**config.mk**
```make
export PLATFORM = sky130hd
export DESIGN_NAME = fallthrough_small_fifo
export DESIGN_NICKNAME = d
export VERILOG_FILES = /design/src/rtl/fallthrough_small_fifo.sv
export SDC_FILE = /design/constraint.sdc
export NUM_CORES = 1
export LEC_CHECK = 0
export CORE_MARGIN = 2
export CORE_UTILIZATION = 40
export DETAILED_ROUTE_END_ITERATION = 12
export SKIP_CTS_REPAIR_TIMING = 1
export SKIP_LAST_GASP = 1
export SYNTH_ARGS = -nofsm -noshare
export SYNTH_HDL_FRONTEND = slang
export SYNTH_SLANG_ARGS = --single-unit
```
**constraint.sdc**
```tcl
create_clock -name clk -period 14.75 [get_ports clk]
set_input_delay 2.95 -clock clk [delete_from_list [all_inputs] [get_ports clk]]
set_output_delay 2.95 -clock clk [all_outputs]
set_load 0.02 [all_outputs]
```
**src/rtl/fallthrough_small_fifo.sv**
```systemverilog
// ---------------------------------------------------------------------------
// fallthrough_small_fifo
//   Shallow first-word-fall-through FIFO for packet-pipeline input buffering.
//   The head word is presented on dout whenever empty=0, and rd_en pops it.
//   Upstream throttles on nearly_full, which leaves one word of slack.
//
// Ports
//   clk          in            rising-edge clock
//   reset        in            synchronous, active-high
//   din          in  [WIDTH]   write data
//   wr_en        in            push din (ignored while full)
//   rd_en        in            pop head word (ignored while empty)
//   dout         out [WIDTH]   head word, valid while empty=0
//   full         out           occupancy == depth
//   nearly_full  out           occupancy >= depth-1
//   prog_full    out           occupancy >= PROG_FULL_THRESHOLD
//   empty        out           occupancy == 0
//
// Build option
//   FALLTHROUGH_SMALL_FIFO_CHECK_EN : compiles in simulation-only messages for
//   writes to a full FIFO and reads from an empty FIFO. The datapath is the
//   same with or without it.
// ---------------------------------------------------------------------------
module fallthrough_small_fifo #(
    parameter int unsigned WIDTH               = 72,
    parameter int unsigned MAX_DEPTH_BITS      = 3,
    parameter int unsigned PROG_FULL_THRESHOLD = 2**MAX_DEPTH_BITS - 1
) (
    input  logic             clk,
    input  logic             reset,
    input  logic [WIDTH-1:0] din,
    input  logic             wr_en,
    input  logic             rd_en,
    output logic [WIDTH-1:0] dout,
    output logic             full,
    output logic             nearly_full,
    output logic             prog_full,
    output logic             empty
);

    localparam int unsigned DEPTH = 2**MAX_DEPTH_BITS;
    localparam int unsigned PW    = MAX_DEPTH_BITS;
    localparam int unsigned CW    = MAX_DEPTH_BITS + 1;

    localparam logic [CW-1:0] CNT_FULL  = CW'(DEPTH);
    localparam logic [CW-1:0] CNT_NFULL = CW'(DEPTH - 1);
    localparam logic [CW-1:0] CNT_PROG  = CW'(PROG_FULL_THRESHOLD);

    logic [WIDTH-1:0] mem_q [DEPTH];

    logic [PW-1:0] wp_q, wp_d;
    logic [PW-1:0] rp_q, rp_d;
    logic [CW-1:0] cnt_q, cnt_d;

    logic wr_acc;
    logic rd_acc;

    // Flags are decoded straight from the occupancy counter.
    assign full        = (cnt_q == CNT_FULL);
    assign nearly_full = (cnt_q >= CNT_NFULL);
    assign prog_full   = (cnt_q >= CNT_PROG);
    assign empty       = (cnt_q == '0);

    // The head word falls through combinationally from the read pointer.
    assign dout = mem_q[rp_q];

    // Accept qualification and next-state for the pointers and occupancy.
    always_comb begin
        wr_acc = wr_en && !full;
        rd_acc = rd_en && !empty;
        wp_d   = wp_q;
        rp_d   = rp_q;
        cnt_d  = cnt_q + CW'(wr_acc) - CW'(rd_acc);
        if (wr_acc) begin
            wp_d = wp_q + PW'(1);
        end
        if (rd_acc) begin
            rp_d = rp_q + PW'(1);
        end
    end

    // Pointer and counter state. Reset discards all stored words.
    always_ff @(posedge clk) begin
        if (reset) begin
            wp_q  <= '0;
            rp_q  <= '0;
            cnt_q <= '0;
        end else begin
            wp_q  <= wp_d;
            rp_q  <= rp_d;
            cnt_q <= cnt_d;
        end
    end

    // Storage array. Its contents are left alone by reset.
    always_ff @(posedge clk) begin
        if (!reset && wr_acc) begin
            mem_q[wp_q] <= din;
        end
    end

`ifdef FALLTHROUGH_SMALL_FIFO_CHECK_EN
    // Simulation-only misuse messages.
    always @(posedge clk) begin
        if (!reset) begin
            if (wr_en && full) begin
                $display("%0t ERROR: write to full fifo %m", $time);
            end
            if (rd_en && empty) begin
                $display("%0t ERROR: read from empty fifo %m", $time);
            end
        end
    end
`else
`endif

endmodule

```
==> results.md <==
* Setup TNS at 0 ps
* Worst hold path depth at 2
* Nets@finish at 1,192
* Die area at 58,400 um^2
* # IOs at 152
* Min cycle time layout at 7450 ps
* Fin cells at 1,912
* Max Cap Viol at 0
* Die span in x at 242 um
* CTS Root Cell: clkbuf_16
* Yosys reg bits at 589
* Leak at 8.37 nW
* Area Overhead vs Synth at 19.1%
* Startpoint types: flip-flop
* Worst-path maximum fanout at 44
* Sequential element share of the synthesized area at 77.7%
* Register Area at 17,600 um^2
* Async set-reset flop share out of synthesis at 0%
* CP Data Arrival Time at 4500 ps
* Initial antenna violation count at 5
* Later-pin clock latency in the skew report at 630 ps
* Part of the cycle the worst path needs at 50.5%
* PD cells at 158 nW/um^2
* Area occupied by multi-input gates at 4760 um^2
* RSZ-0062 raised after global routing: no
* CTS H-tree lvls at 2
* DRC viols at 0
* Synth cell types at 34
* Max Freq at 0.134 GHz
* Prevailing post-synth register cell: edfxtp_1
* CTS tree: yes
* Vias at 9,775
* Pin count of the biggest net entering global routing at 65
* Initial DRC count at 658
* Yosys Warn Count at 0
* Per-cell routed wire length at 22.9 um
* Detailed placement HPWL at 23.3 mm
* Worst path required time at 11,800 ps
* Clk slew on worst S/H paths at 60 ps
* Hold WC Path Type: reg2reg
* Min-delay src: rp_q[2]$_SDFFE_PP0P_
* Cell Rows at 87
* IO buf count at 151
* Max-slew violations at 0
* Synth Cell Area at 22,600 um^2
* Tot GR Track Use at 15.1%
* Clock Sinks at 589
* Mapped Nets at 1,000
* TritonRoute pass-1 iters at 4
* Design Power at 0.00425 W
* GRT overflow at 0
* First-pass GRT wire length at 66.2 mm
* R2R Path Start: cnt_q[2]$_SDFF_PP0_
* Dominant cells by area after synthesis: edfxtp_1, mux4_2, mux2_4
* R2R cell count at 7
* Place WS at 7810 ps
* Worst vdd ir at 0.0965 mV
* TritonCTS Buffers at 60
* Mapped Cells at 915
* Final Setup Violations at 0
* Share of layout cells above drive strength 1 at 29.2%
* Worst Hold Slack at 503 ps
* Yosys top cell by area: edfxtp_1
* Clock Path Buffers at 3
* Starting Density at 40.2%
* Reg2reg end: mem_q[1][35]$_DFFE_PP_
* Crit path kind: reg2out
* Setup crit end kind: output port
* Status: finished clean
* Final hold violations at 0
* Post-Route WL at 43.8 mm
* Die Ht at 242 um
* Placed cells at 1,801
* Fill cell count at 4,614
* Routed Antenna Nets at 0
* Ant. Diodes at 0
* Worst Skew at 25.1 ps
* CORE AREA at 56,200 um^2
* Routed vias/inst at 5.11
* Setup WS post-layout at 7300 ps
* GPL Wtd Cong at 0.685
* Slew at the pin closest to its max-slew limit at 992 ps
* Rel. slew slack at 33.9%
* Reg2reg setup slack at 11,770 ps
* Mapped Avg Cell Area at 24.7 um^2
* Yosys top cell area share at 76.5%
* Vias in the first global route at 10,400
* EDFF count, synth at 576
==> stage by stage <==
step | utilization (%) | instance area, um^2
global route | 47.9 | 26900
finish | 47.9 | 26900
global placement | 44.5 | 25000
detailed placement | 44.5 | 25000
floorplan | - | 22600
CTS | 47.9 | 26900
==> cells in the final DEF (no fill, tap or decap), types with 2 or more instances in the layout <==
cell,count
a21oi_1,5
and2_1,2
buf_4,22
bufinv_16,7
clkbuf_1,12
clkbuf_16,60
clkdlybuf4s50_1,151
clkinv_1,12
clkinv_2,13
clkinv_4,2
dfxtp_1,10
dfxtp_4,3
edfxtp_1,576
ha_1,8
inv_1,4
inv_6,2
mux2_1,2
mux2_2,14
mux2_4,58
mux2i_1,4
mux4_2,144
nand2_1,5
nand2b_1,6
nand3_1,3
nor2_1,4
nor2b_1,3
nor3_2,4
nor4_2,3
o21ai_0,2
or3_1,2
==> power breakdown <==
group	internal (W)	leakage, nW	switching [W]	total, W
logic	0.000437	2.11	0.000367	0.000804
clock network	0.000870	0.956	0.000619	0.00149
registers	0.00190	5.31	0.0000553	0.00195
==> synthesized netlist by cell type, drive strengths merged (2+ instances only) <==
master / n
nor2: 5
and2: 2
a21oi: 5
ha: 8
nand2b: 6
nor4: 3
inv: 5
nor3: 4
mux2: 74
nand2: 5
nor2b: 3
o21ai: 2
buf: 25
clkbuf: 18
mux2i: 4
dfxtp: 13
edfxtp: 576
nand3: 3
or3: 2
mux4: 144
==> registers in the layout, summed over array words and instances, names as in the netlist, named ones only <==
| signal | count |
|---|---|
| mem_q | 576 |
| cnt_q | 4 |
| rp_q | 3 |
| wp_q | 3 |
==> worst max-delay path by stage <==
stage                            endpoint  cells after the start  slack, ps
detailed placement               dout[42]                      5       7810
floorplan           mem_q[0][0]$_DFFE_PP_                      2       4020
global route                     dout[42]                      5       6890
CTS                              dout[42]                      5       7110
finish                           dout[42]                      5       7300
global placement                 dout[44]                      5       7830
==> critical path, stage by stage (launching register included) <==
cell             delay, ps
dfxtp_4                730
buf_4                  740
buf_4                  810
mux4_2                 610
mux2_4                 280
clkdlybuf4s50_1        550
==> kinds of logic after synthesis <==
logic type	share of synthesized area, %
XOR/XNOR	0.0775
AND/OR/NAND/NOR	0.897
AO/OA/AOI/OAI	0.194
adder cells (fa/ha/maj)	0.531
buffers and inverters	1.46
multiplexers	19.2
flip-flops	77.7
==> area by class of cell <==
class | count | share of cell area, %
Clock inverter | 39 | 1.48
Tap cell | 756 | 3.51
Clock buffer | 72 | 5.74
Inverter | 5 | 0.0697
Sequential cell | 589 | 65.3
Timing Repair Buffer | 173 | 6.23
Multi-Input combinational cell | 278 | 17.7
==> layer usage <==
layer,vias to the layer above,GRT usage [%],routed length (um)
li1,4282,-,-
met1,5224,20.2,19200
met2,188,25.0,21500
met3,71,3.27,2140
met4,10,4.47,867
met5,-,0,66
No activity file was read; power rests on OpenSTA's default activity.
